`config.mk`:
```
export PLATFORM = sky130hd
export DESIGN_NAME = systolic_edge_feeder
export DESIGN_NICKNAME = d
export VERILOG_FILES = /design/src/rtl/systolic_edge_feeder.sv
export SDC_FILE = /design/constraint.sdc
export NUM_CORES = 1
export LEC_CHECK = 0
export BUFFER_PORTS_ARGS = -buffer_cell sky130_fd_sc_hd__buf_2
export CORE_MARGIN = 2
export CORE_UTILIZATION = 58
export CTS_BUF_LIST = sky130_fd_sc_hd__clkbuf_4
export CTS_CLUSTER_SIZE = 28
export DETAILED_ROUTE_END_ITERATION = 8
export HOLD_SLACK_MARGIN = 0.02
export PLACE_DENSITY = 0.83
export SYNTH_ARGS = -nofsm -noshare
export SYNTH_HDL_FRONTEND = slang
export SYNTH_SLANG_ARGS = --single-unit
```
`constraint.sdc`:
```
create_clock -name clk -period 3.76 [get_ports clk]
set_clock_uncertainty 0.05 [all_clocks]
set_input_delay 0.564 -clock clk [delete_from_list [all_inputs] [get_ports clk]]
set_output_delay 0.564 -clock clk [all_outputs]
set_load 0.01 [all_outputs]
```
`src/rtl/systolic_edge_feeder.sv`:
```
// systolic_edge_feeder: feeds the north (weights) and west (activations) edges
// of an output-stationary PE grid. Each accepted K-beat is diagonally skewed
// (lane i delayed i extra cycles), then the grid is zero-flushed until the
// far-corner PE has consumed its last operand. Drives grid-wide array_en and
// clear_acc, and pulses done at the end of the job.
// Optional build macro SYSTOLIC_FEEDER_PERF_EN adds stall_cnt and job_cycles.

// One skew lane: DEPTH-deep shift chain followed by the output register,
// giving a total delay of DEPTH+1 shifts from the input.
module systolic_edge_feeder_skew_lane #(
    parameter int DW    = 16,
    parameter int DEPTH = 0
) (
    input  logic          clk,
    input  logic          rst_n,
    input  logic          clear_i,
    input  logic          shift_i,
    input  logic [DW-1:0] d_i,
    output logic [DW-1:0] q_o
);

    logic [DW-1:0] q_q;

    if (DEPTH == 0) begin : g_direct
        // Output register only: lane 0 appears one shift after acceptance.
        always_ff @(posedge clk or negedge rst_n) begin
            if (!rst_n) begin
                q_q <= '0;
            end else if (clear_i) begin
                q_q <= '0;
            end else if (shift_i) begin
                q_q <= d_i;
            end
        end
    end else begin : g_chain
        logic [DW-1:0] chain_q [DEPTH];

        // Shift chain plus output register; everything holds while the grid stalls.
        always_ff @(posedge clk or negedge rst_n) begin
            if (!rst_n) begin
                for (int m = 0; m < DEPTH; m++) chain_q[m] <= '0;
                q_q <= '0;
            end else if (clear_i) begin
                for (int m = 0; m < DEPTH; m++) chain_q[m] <= '0;
                q_q <= '0;
            end else if (shift_i) begin
                chain_q[0] <= d_i;
                for (int m = 1; m < DEPTH; m++) chain_q[m] <= chain_q[m-1];
                q_q <= chain_q[DEPTH-1];
            end
        end
    end

    assign q_o = q_q;

endmodule

module systolic_edge_feeder #(
    parameter int ROWS       = 4,
    parameter int COLS       = 4,
    parameter int DATA_WIDTH = 16,
    parameter int K_WIDTH    = 16
) (
    input  logic                       clk,
    input  logic                       rst_n,
    input  logic                       start,
    input  logic [K_WIDTH-1:0]         k_len,
    input  logic                       in_valid,
    output logic                       in_ready,
    input  logic [COLS*DATA_WIDTH-1:0] in_a,
    input  logic [ROWS*DATA_WIDTH-1:0] in_b,
    output logic [COLS*DATA_WIDTH-1:0] north_a,
    output logic [ROWS*DATA_WIDTH-1:0] west_b,
    output logic                       array_en,
    output logic                       clear_acc,
    output logic                       busy,
    output logic                       done
`ifdef SYSTOLIC_FEEDER_PERF_EN
    ,
    output logic [31:0]                stall_cnt,
    output logic [31:0]                job_cycles
`endif
);

    localparam int DW         = DATA_WIDTH;
    // Far-corner PE sees its last operand ROWS+COLS-1 shifts after the last beat.
    localparam int FLUSH_LAST = ROWS + COLS - 2;

    typedef enum logic [2:0] {
        S_IDLE   = 3'd0,
        S_CLEAR  = 3'd1,
        S_STREAM = 3'd2,
        S_FLUSH  = 3'd3,
        S_DONE   = 3'd4
    } state_e;

    state_e               state_q, state_d;
    logic [K_WIDTH-1:0]   k_len_q, k_len_d;
    logic [K_WIDTH-1:0]   beat_cnt_q, beat_cnt_d;
    logic [K_WIDTH-1:0]   flush_cnt_q, flush_cnt_d;

    logic                 accept_s;
    logic                 shift_s;
    logic                 clear_edges_s;
    logic [COLS*DW-1:0]   feed_a_s;
    logic [ROWS*DW-1:0]   feed_b_s;

    // State, latched job length and counters.
    always_ff @(posedge clk or negedge rst_n) begin
        if (!rst_n) begin
            state_q     <= S_IDLE;
            k_len_q     <= '0;
            beat_cnt_q  <= '0;
            flush_cnt_q <= '0;
        end else begin
            state_q     <= state_d;
            k_len_q     <= k_len_d;
            beat_cnt_q  <= beat_cnt_d;
            flush_cnt_q <= flush_cnt_d;
        end
    end

    // Next-state and control decode; array_en follows acceptance in STREAM so
    // a missing beat freezes the whole grid instead of injecting a bubble.
    always_comb begin
        state_d     = state_q;
        k_len_d     = k_len_q;
        beat_cnt_d  = beat_cnt_q;
        flush_cnt_d = flush_cnt_q;
        in_ready    = 1'b0;
        array_en    = 1'b0;
        clear_acc   = 1'b0;
        done        = 1'b0;
        busy        = 1'b1;
        case (state_q)
            S_IDLE: begin
                busy = 1'b0;
                if (start) begin
                    k_len_d     = k_len;
                    beat_cnt_d  = '0;
                    flush_cnt_d = '0;
                    state_d     = S_CLEAR;
                end else begin
                    state_d     = S_IDLE;
                end
            end
            S_CLEAR: begin
                clear_acc = 1'b1;
                array_en  = 1'b1;
                if (k_len_q == '0) begin
                    state_d = S_DONE;
                end else begin
                    state_d = S_STREAM;
                end
            end
            S_STREAM: begin
                in_ready = 1'b1;
                if (in_valid) begin
                    array_en   = 1'b1;
                    beat_cnt_d = beat_cnt_q + K_WIDTH'(1);
                    if (beat_cnt_q == (k_len_q - K_WIDTH'(1))) begin
                        flush_cnt_d = '0;
                        state_d     = S_FLUSH;
                    end else begin
                        state_d     = S_STREAM;
                    end
                end else begin
                    array_en = 1'b0;
                end
            end
            S_FLUSH: begin
                array_en = 1'b1;
                if (flush_cnt_q == K_WIDTH'(FLUSH_LAST)) begin
                    state_d = S_DONE;
                end else begin
                    flush_cnt_d = flush_cnt_q + K_WIDTH'(1);
                end
            end
            S_DONE: begin
                done    = 1'b1;
                state_d = S_IDLE;
            end
            default: begin
                busy    = 1'b0;
                state_d = S_IDLE;
            end
        endcase
    end

    assign accept_s      = (state_q == S_STREAM) && in_valid;
    assign shift_s       = accept_s || (state_q == S_FLUSH);
    assign clear_edges_s = (state_q == S_CLEAR);
    assign feed_a_s      = (state_q == S_STREAM) ? in_a : '0;
    assign feed_b_s      = (state_q == S_STREAM) ? in_b : '0;

    for (genvar j = 0; j < COLS; j++) begin : g_north
        systolic_edge_feeder_skew_lane #(.DW(DW), .DEPTH(j)) u_lane (
            .clk     (clk),
            .rst_n   (rst_n),
            .clear_i (clear_edges_s),
            .shift_i (shift_s),
            .d_i     (feed_a_s[j*DW +: DW]),
            .q_o     (north_a[j*DW +: DW])
        );
    end

    for (genvar i = 0; i < ROWS; i++) begin : g_west
        systolic_edge_feeder_skew_lane #(.DW(DW), .DEPTH(i)) u_lane (
            .clk     (clk),
            .rst_n   (rst_n),
            .clear_i (clear_edges_s),
            .shift_i (shift_s),
            .d_i     (feed_b_s[i*DW +: DW]),
            .q_o     (west_b[i*DW +: DW])
        );
    end

`ifdef SYSTOLIC_FEEDER_PERF_EN
    logic [31:0] stall_cnt_q;
    logic [31:0] job_cycles_q;

    // Saturating count of STREAM cycles without a beat, restarted per job.
    always_ff @(posedge clk or negedge rst_n) begin
        if (!rst_n) begin
            stall_cnt_q <= 32'd0;
        end else if ((state_q == S_IDLE) && start) begin
            stall_cnt_q <= 32'd0;
        end else if ((state_q == S_STREAM) && !in_valid && (stall_cnt_q != 32'hFFFF_FFFF)) begin
            stall_cnt_q <= stall_cnt_q + 32'd1;
        end
    end

    // Job length: 1 in CLEAR, +1 per cycle, so DONE shows CLEAR..DONE inclusive.
    always_ff @(posedge clk or negedge rst_n) begin
        if (!rst_n) begin
            job_cycles_q <= 32'd0;
        end else if ((state_q == S_IDLE) && start) begin
            job_cycles_q <= 32'd1;
        end else if ((state_q == S_CLEAR) || (state_q == S_STREAM) || (state_q == S_FLUSH)) begin
            if (job_cycles_q != 32'hFFFF_FFFF) begin
                job_cycles_q <= job_cycles_q + 32'd1;
            end
        end
    end

    assign stall_cnt  = stall_cnt_q;
    assign job_cycles = job_cycles_q;
`endif

endmodule

```
# Yosys cells after proc, flatten, opt, wreduce, memory -nomap -nowiden
# Cells that the tools add are included.
[totals] in_bits=148 elab_cells=100 out_inout_bits=133 reg_bits=371
[classes] n_eq_ne=11 mux=49 n_reduce_logical=13 add_sub_neg=3
[ops] operator="two-way mux 16 bit" n=25
[ops] operator="two-way mux 48 bit" n=4
[ops] operator="two-way mux 32 bit" n=4
[ops] operator="two-way mux 64 bit" n=2
[ops] operator="case mux 16 bit (3 select lines)" n=1
[ops] operator="adder 16 x 1 -> 16 bit, second input constant" n=2
[ops] operator="case mux 16 bit (2 select lines)" n=1
[ops] operator="== test 16 bit" n=1
[ops] operator="== test 16 x 3 -> 1 bit, second input constant" n=1
[ops] operator="logical NOT 16 bit" n=1
[ops] operator="subtractor 16 x 1 -> 16 bit, second input constant" n=1
[ops] operator="case mux 3 bit (4 select lines)" n=1
[ops] operator="!= test 2 bit, second input constant" n=5
[ops] operator="two-way mux 3 bit" n=3
[ops] operator="two-way mux 1 bit" n=7
[ops] operator="== test 3 x 2 -> 1 bit, second input constant" n=2
[ops] operator="AND reduction 5 bit" n=1
[ops] operator="AND reduction 2 bit" n=2
[ops] operator="nonzero test 2 bit" n=2
[ops] operator="OR reduction 4 bit" n=1
[ops] operator="== test 3 x 1 -> 1 bit, second input constant" n=1
[ops] operator="== test 3 bit, second input constant" n=1
[ops] operator="logical NOT 3 bit" n=1
[ops] operator="AND reduction 3 bit" n=1
[ops] operator="other kinds (5)" n=5

# Longest topological paths before layout
# Gate-level depths: netlist of the first run.
[logic_depth] word_depth=5 depth_mapped=10 mapped_depth_nobuf=10

# Cells and area by module
# A second synthesis of the first run with hierarchy kept.
[unflattened] hier_cells=1485 area_unflattened_um2=16955.0
[modules_own_cells] mod="systolic_edge_feeder_skew_lane (g_north[3].u_lane ...)" area_each_um2=2611.3 n_inst=2 cells_each=206 seq_area_each_um2=1601.5
[modules_own_cells] mod="systolic_edge_feeder_skew_lane (g_north[2].u_lane ...)" area_each_um2=1969.4 n_inst=2 cells_each=155 seq_area_each_um2=1201.2
[modules_own_cells] mod="systolic_edge_feeder" area_each_um2=3824.9 n_inst=1 cells_each=453 seq_area_each_um2=1276.2
[modules_own_cells] mod="systolic_edge_feeder_skew_lane (g_north[1].u_lane ...)" area_each_um2=1323.8 n_inst=2 cells_each=103 seq_area_each_um2=800.8
[modules_own_cells] mod="systolic_edge_feeder_skew_lane (g_north[0].u_lane ...)" area_each_um2=660.6 n_inst=2 cells_each=52 seq_area_each_um2=400.4

# Worst setup path after synthesis of the first run
# Ideal clock, no wire load.
[synth_timing] kind="register -> register" start="reg k_len_q[2]" end="reg flush_cnt_q[10]" t_arrival_ns=2.513 stages_incl_launch_ff=11 setup_ns=0.118 synth_period_minus_slack_ns=2.681 required_ns=3.592 path_slack_ns=1.079 path_cell_list="dfrtp_1 -> buf_6 -> or4_1 -> buf_2 -> nor3_1 -> mux2_2 -> o211ai_1 -> and4_4 -> a31oi_4 -> buf_6 -> a21o_1"
[synth_between] elab_chain_cells=4
[synth_lines] item="start, declared" line_no="98" text="logic [K_WIDTH-1:0] k_len_q, k_len_d;"
[synth_lines] item="start signal, assigned" line_no="117" text="k_len_q <= k_len_d;"
[synth_lines] item="subtractor 16 x 1 -> 16 bit" line_no="161" text="if (beat_cnt_q == (k_len_q - K_WIDTH'(1))) begin"
[synth_lines] item="== test 16 bit" line_no="161"
[synth_lines] item="!= test 2 bit (no source line)"
[synth_lines] item="AND reduction 5 bit (no source line)"
[synth_lines] item="end signal, assigned" line_no="119" text="flush_cnt_q <= flush_cnt_d;"
[synth_lines] item="end, declared" line_no="100" text="logic [K_WIDTH-1:0] flush_cnt_q, flush_cnt_d;"
# Every way passes these cells.
# A chain may end at the register's enable or synchronous reset.

# Final worst setup path of the first run
[layout_timing] start="reg state_q[1]" end="out in_ready"
[layout_between] elab_chain_cells=2
[layout_lines] item="start, declared" line_no="97" text="state_e state_q, state_d;"
[layout_lines] item="start signal, assigned" line_no="116" text="state_q <= state_d;"
[layout_lines] item="== test 3 x 2 -> 1 bit" line_no="135" text="case (state_q)"
[layout_lines] item="two-way mux 1 bit" line_no="135"
[layout_lines] item="end, declared" line_no="69" text="output logic in_ready,"
# Every way passes these cells.

==> summary.txt, run 1 <==
Outcome
  • Status: completed

STA
  • RSZ-0062 raised after global routing: no
  • Slew Viols, Final: 0
  • Tcrit/Tclk final: 80.7%
  • Slew headroom: 11.5%
  • TNS Setup: 0 ns
  • Fmax: 330 MHz
  • Endpoints failing setup: 0
  • Min Hold Slack: 0.0628 ns
  • Final Hold Fails: 0
  • Worst slew pin tran: 1.33 ns
  • Min Tclk post-route: 3.03 ns

Global route
  • All-Layer GR Usage: 29.0%
  • GR Overflow Total: 0
  • Largest net degree at the start of global routing: 266
  • Antenna violations before repair: 7
  • Vias in the first global route: 13,782
  • First-pass GRT wire length: 66,900 um

Placed design
  • Global placement routability congestion: 0.887
  • Placed cell count: between 2,000 and 2,500
  • Post-DP HPWL: 22,900 um
  • # port buffers: 280

Cells and area
  • Fin util: 74.2%
  • Area growth syn-to-layout: 25.0%
  • Commonest non-fill, non-tap cell in the layout: nand2_1
  • Non-filler cells, final: 2,551
  • Most frequent cells in the layout: nand2_1 (724), dfrtp_1 (371), buf_2 (279)
  • NumNets Final: around 2,300
  • Filler instances: ~1,900
  • Share of layout cells above drive strength 1: 21.0%

Synth
  • Synth cell types: 53
  • Ys Warns: 0
  • Top FF cell, synth: dfrtp_1
  • Synth async-reset ratio: 100%
  • Synthesized netlist cell count: 1,761
  • Area leader, netlist: dfrtp_1
  • Synth Register Bits: 371
  • Post-synth EDFFs: 0
  • Synth top area share: 59.7%
  • Syn Nets: 1,914
  • Syn avg cell area: 8.83 um^2
  • Register area share after synthesis: about three fifths
  • Area contributors post-synth: dfrtp_1 (60%), nand2_1 (17%), nand3_1 (6.5%), a21oi_1 (4.5%), clkbuf_1 (2.7%)
  • Mapped Area: 15,600 um^2

Setup path
  • Kind of critical path: reg2out
  • CP Max Fanout: 130
  • Startpoint types: flip-flop
  • Crit. End Element: output port
  • Critical path arrival: between 2 and 2.5 ns
  • CP Data Required Time: 3.15 ns

Clock tree
  • CTS tree: yes
  • CTS buffer count: 94
  • Clock sinks: ~370
  • Worst skew pair latency: 0.70 ns
  • H-tree levels: 3
  • Reg clk slew, reported paths: 0.06 ns
  • Maximum clock insertion buffer count: 3
  • Post-CTS sizing: 0
  • Postcts setup bufs: 0
  • Clock Tree Root: clkbuf_4
  • # hold bufs at CTS: ~110

Power and ir drop
  • Maximum VDD drop: 0.305 mV
  • Leak: 10.2 nW
  • P per Cell Area: 481 nW/um^2

Floorplan
  • # IOs: 281
  • Die Wd: 168 um
  • Starting Density: roughly three fifths
  • Core Box Area: 26,200 um^2
  • Die area: approximately 28,000 um^2
  • FP Rows: a little under 60
  • Die Y: between 150 and 200 um

Detailed routing
  • Vias: 13,996
  • Initial DRC Count: 1,342
  • Routed WL: 40,500 um
  • DR vias/cell: 5.49
  • Router iterations before antenna repair: 5
  • WL per Instance: approximately 16 um
  • Antenna Violating Nets Remaining: 0
  • Post-route DRC: 0

Flow run
  • Max_cap viols: 0

Hold path
  • Tightest Hold Check Type: in2reg
-- critical path: stages, from the launching register on --
cell and delay [ns]:
dfrtp_1 0.54, nor3b_2 0.41, buf_12 0.38, buf_2 0.25
-- flip-flops by register name, indices dropped and copies added, names as in the netlist --
name	cells
g_north.u_lane.g_chain.chain_q	96
g_west.u_lane.g_chain.chain_q	96
g_north.u_lane.q_o	64
g_west.u_lane.q_o	64
beat_cnt_q	16
flush_cnt_q	16
k_len_q	16
state_q	3
-- cell type report --
type | count | area, um^2 | area share [%]
Clock inverter | 21 | 111 | 0.573
Multi-Input combinational cell | 1259 | 5780 | 29.7
Sequential cell | 371 | 9280 | 47.8
Inverter | 12 | 55.1 | 0.283
Timing Repair Buffer | 406 | 2720 | 14.0
Clock buffer | 140 | 1050 | 5.41
Antenna cell | 7 | 17.5 | 0.0901
Tap cell | 335 | 419 | 2.16
-- cell usage after synthesis, types with 7 or more instances --
cell / count
o21ai_0: 22
nor2_1: 31
nand3_1: 203
clkbuf_1: 113
a21oi_1: 140
nand2_1: 725
xor2_1: 9
and3_1: 11
dfrtp_1: 371
inv_1: 9
a21o_1: 10
nor3_1: 9
nand4_1: 7
xnor2_1: 11
-- logic make-up after synthesis --
family | share of synthesized area, %
adder cells (fa/ha/maj) | 0.402
flip-flops | 59.7
AND/OR/NAND/NOR | 28.1
AO/OA/AOI/OAI | 6.90
multiplexers | 0.531
buffers and inverters | 3.27
XOR/XNOR | 1.13
-- per-layer routing --
layer | vias up | global-route usage, % | wire length, um
met5 | - | 0 | 0
met2 | 521 | 48.3 | 20300
met4 | 0 | 14.4 | 1600
li1 | 6603 | - | -
met1 | 6757 | 36.7 | 16200
met3 | 115 | 5.48 | 2360
-- worst paths after layout --
path                                                                    from                                                 to  slack [ns]  depth (start not counted)
min in group asynchronous                                              rst_n                            k_len_q[12]$_DFFE_PN0P_        0.30                          2
hold reg to reg            g_north[3].u_lane.g_chain.chain_q[26]$_DFFE_PN0P_  g_north[3].u_lane.g_chain.chain_q[10]$_DFFE_PN0P_        0.40                          2
setup / recovery                                      state_q[1]$_DFFE_PN0P_                                           in_ready        0.73                          3
hold / removal                                                     k_len[14]                            k_len_q[14]$_DFFE_PN0P_        0.06                          3
setup reg to reg                                      k_len_q[2]$_DFFE_PN0P_                        flush_cnt_q[15]$_DFFE_PN0P_        0.77                          7
max in group asynchronous                                              rst_n    g_west[1].u_lane.g_chain.chain_q[6]$_DFFE_PN0P_        2.26                          3
-- power breakdown --
part	leakage (nW)	switching [W]	internal [W]
clock	0.699	0.00159	0.00171
sequential	4.66	0.000304	0.00444
combinational	4.87	0.000749	0.000554
total	10.2	0.00265	0.00670
-- metrics by stage --
step / instance area [um^2] / power [W] / setup WS (ns)
after floorplan: 15600 / 0.00544 / 1.08
after global placement: 17100 / 0.00594 / 0.900
after detailed placement: 17100 / 0.00600 / 0.819
after CTS: 19400 / 0.00939 / 0.716
after global routing: 19400 / 0.00988 / 0.564
final: 19400 / 0.00935 / 0.725
No activity file was read; power rests on OpenSTA's default activity.
==> run 2: changes to the inputs <==
Clock period 3.76 ns to 3.1 ns, I/O delays scaled along.
==> summary.txt, run 2 (same netlist as run 1, synthesis figures left out) <==
Outcome
  • Status: completed

Setup path
  • Crit. End Element: flip-flop
  • Kind of critical path: reg2reg
  • Cell mode on critical path: buf_4
  • CP Max Fanout: 9 (-93%)
  • Slowest cell on crit path: or4_1
  • CP cell instances: or4_1, buf_4, or3_1, o2bb2ai_1, nor4_2, and4_4, a31oi_4, buf_4, a21o_1
  • CP peak stage delay: 0.60 ns (+0.06 ns)
  • Startpoint types: flip-flop
  • CP Data Required Time: 3.62 ns (+0.47 ns)
  • Critical path arrival: 3.46 ns (+1.04 ns)

Clock tree
  • Clock sinks: 371 (unchanged)
  • Clock Tree Root: clkbuf_4
  • Maximum clock insertion buffer count: 3 (unchanged)
  • Worst skew pair latency: 0.72 ns (+0.02 ns)
  • Reg clk slew, reported paths: 0.06 ns (about the same)
  • H-tree levels: 3 (unchanged)
  • CTS tree: yes
  • CTS buffer count: 93 (-1.1%)

Detailed routing
  • Antenna Violating Nets Remaining: 0 (unchanged)
  • Router iterations before antenna repair: 8 (+3)
  • DR vias/cell: 5.49 (about the same)
  • Routed WL: 42,000 um (+3.8%)
  • Post-route DRC: 0 (unchanged)
  • WL per Instance: 16.3 um (+2.5%)
  • Vias: 14,171 (+1.3%)
  • Initial DRC Count: 1,279 (-4.7%)

Power and ir drop
  • Maximum VDD drop: 0.334 mV (+9.5%)
  • Combinational power share: 14.5% (+0.6 points)
  • Cell Int Power: 0.00811 W (+21%)
  • Sw power: 0.00325 W (+23%)
  • P per Cell Area: 574 nW/um^2 (+19%)
  • Sw Share: 28.6% (+0.29 points)
  • Leak: 10.4 nW (+1.5%)
  • Flop pwr share: 50.7% (about the same)
  • Clk pwr share: 34.9% (-0.4 points)

Floorplan
  • # IOs: 281 (unchanged)
  • Die Y: 168 um (unchanged)
  • Die Wd: 168 um (unchanged)
  • Die area: 28,100 um^2 (unchanged)
  • FP Rows: 59 (unchanged)
  • Starting Density: 59.3% (unchanged)
  • Core Box Area: 26,200 um^2 (unchanged)

Cells and area
  • NumNets Final: 2,342 (+2.0%)
  • Sequential Area: 9280 um^2 (unchanged)
  • Share of layout cells above drive strength 1: 20.6% (-0.32 points)
  • Non-filler cells, final: 2,582 (+1.2%)
  • Most frequent cells in the layout: nand2_1 (724), dfrtp_1 (371), buf_2 (279)
  • Fin util: 75.6% (+1.4 points)
  • Top flop regs: g_north.u_lane.g_chain.chain_q (96), g_west.u_lane.g_chain.chain_q (96)
  • Filler instances: 1,821 (-3.1%)
  • Commonest non-fill, non-tap cell in the layout: nand2_1
  • Area of the multi-input gates: 5780 um^2 (unchanged)
  • Area growth syn-to-layout: 27.4%

Global route
  • Vias in the first global route: 14,125 (+2.5%)
  • All-Layer GR Usage: 30.2% (+1.3 points)
  • Antenna violations before repair: 3 (-4)
  • Largest net degree at the start of global routing: 198 (-26%)
  • First-pass GRT wire length: 69,300 um (+3.5%)
  • GR Overflow Total: 0 (unchanged)

STA
  • TNS Setup: 0 ns (unchanged)
  • Fmax: 340 MHz
  • Worst slew pin tran: 1.08 ns (-0.248 ns)
  • Slew headroom: 27.8% (+16 points)
  • Tcrit/Tclk final: 94.9%
  • Min Tclk post-route: 2.94 ns
  • Endpoints failing setup: 0 (unchanged)
  • Final Hold Fails: 0 (unchanged)
  • RSZ-0062 raised after global routing: no
  • Slew Viols, Final: 0 (unchanged)

Hold path
  • Tightest Hold Check Type: in2reg

Placed design
  • # port buffers: 280 (unchanged)
  • Placed cell count: 2,281 (+0.40%)
  • Global placement routability congestion: 0.844 (-4.9%)
  • Post-DP HPWL: 23,900 um (+4.4%)

Flow run
  • Max_cap viols: 0 (unchanged)
-- run 2: area by class of cell --
cell class	count	area share [%]
Antenna cell	4	0.0505
Clock buffer	131	4.96
Clock inverter	18	0.594
Inverter	12	0.278
Multi-Input combinational cell	1259	29.2
Sequential cell	371	46.9
Tap cell	335	2.12
Timing Repair Buffer	452	16.0
-- run 2: per-layer routing --
layer / GRT usage [%] / wire (um)
met1: 38.1 / 16900
met2: 50.4 / 20800
met3: 6.38 / 2750
met4: 14.2 / 1520
met5: 0 / 0
-- run 2: path summary, 6_finish.rpt --
check	start	endpoint	slack [ns]	cells past startpoint
max	k_len_q[2]$_DFFE_PN0P_	flush_cnt_q[8]$_DFFE_PN0P_	0.16	9
min reg2reg	g_north[2].u_lane.q_o[15]$_DFFE_PN0P_	g_north[2].u_lane.q_o[15]$_DFFE_PN0P_	0.41	2
min	in_valid	beat_cnt_q[2]$_DFFE_PN0P_	0.12	4
max reg2reg	k_len_q[2]$_DFFE_PN0P_	flush_cnt_q[8]$_DFFE_PN0P_	0.16	9
min in group asynchronous	rst_n	k_len_q[12]$_DFFE_PN0P_	0.24	2
max in group asynchronous	rst_n	g_north[2].u_lane.g_chain.chain_q[26]$_DFFE_PN0P_	1.83	3
-- run 2: repair_timing --
item / CTS / global route
buffers inserted: 0 / 3
setup endpoints to repair: 0 / 3
hold buffers: 144 / 1
endpoints found under the hold margin: 214 / 1
gates resized for setup: 0 / 0
-- run 2: power groups by stage --
| stage | combinational, W | sequential [W] | clock, W |
|---|---|---|---|
| floorplan | 0.000752 | 0.00584 | 0 |
| global placement | 0.00142 | 0.00580 | 0 |
| detailed placement | 0.00147 | 0.00582 | 0 |
| CTS | 0.00162 | 0.00574 | 0.00402 |
| global route | 0.00184 | 0.00582 | 0.00432 |
| finish | 0.00165 | 0.00575 | 0.00396 |
-- run 2: metrics by stage --
stage	total power (W)	hold slack (ns)	worst slack [ns]	area (um^2)
after global placement	0.00722	0.393	0.240	17200
final	0.0114	0.122	0.158	19800
after floorplan	0.00659	0.119	0.419	15600
after CTS	0.0114	0.0254	0.136	19800
after detailed placement	0.00730	0.401	0.169	17200
after global routing	0.0120	0.0822	0.0154	19800
-- run 2: critical path, delay by kind of cell, from the launching register on --
kind | cells | cell delay (ns)
buffers and inverters | 2 | 0.39
DFF | 1 | 0.47
and+or+nand+nor | 4 | 1.40
AOI/OAI and AO/OA | 3 | 0.47
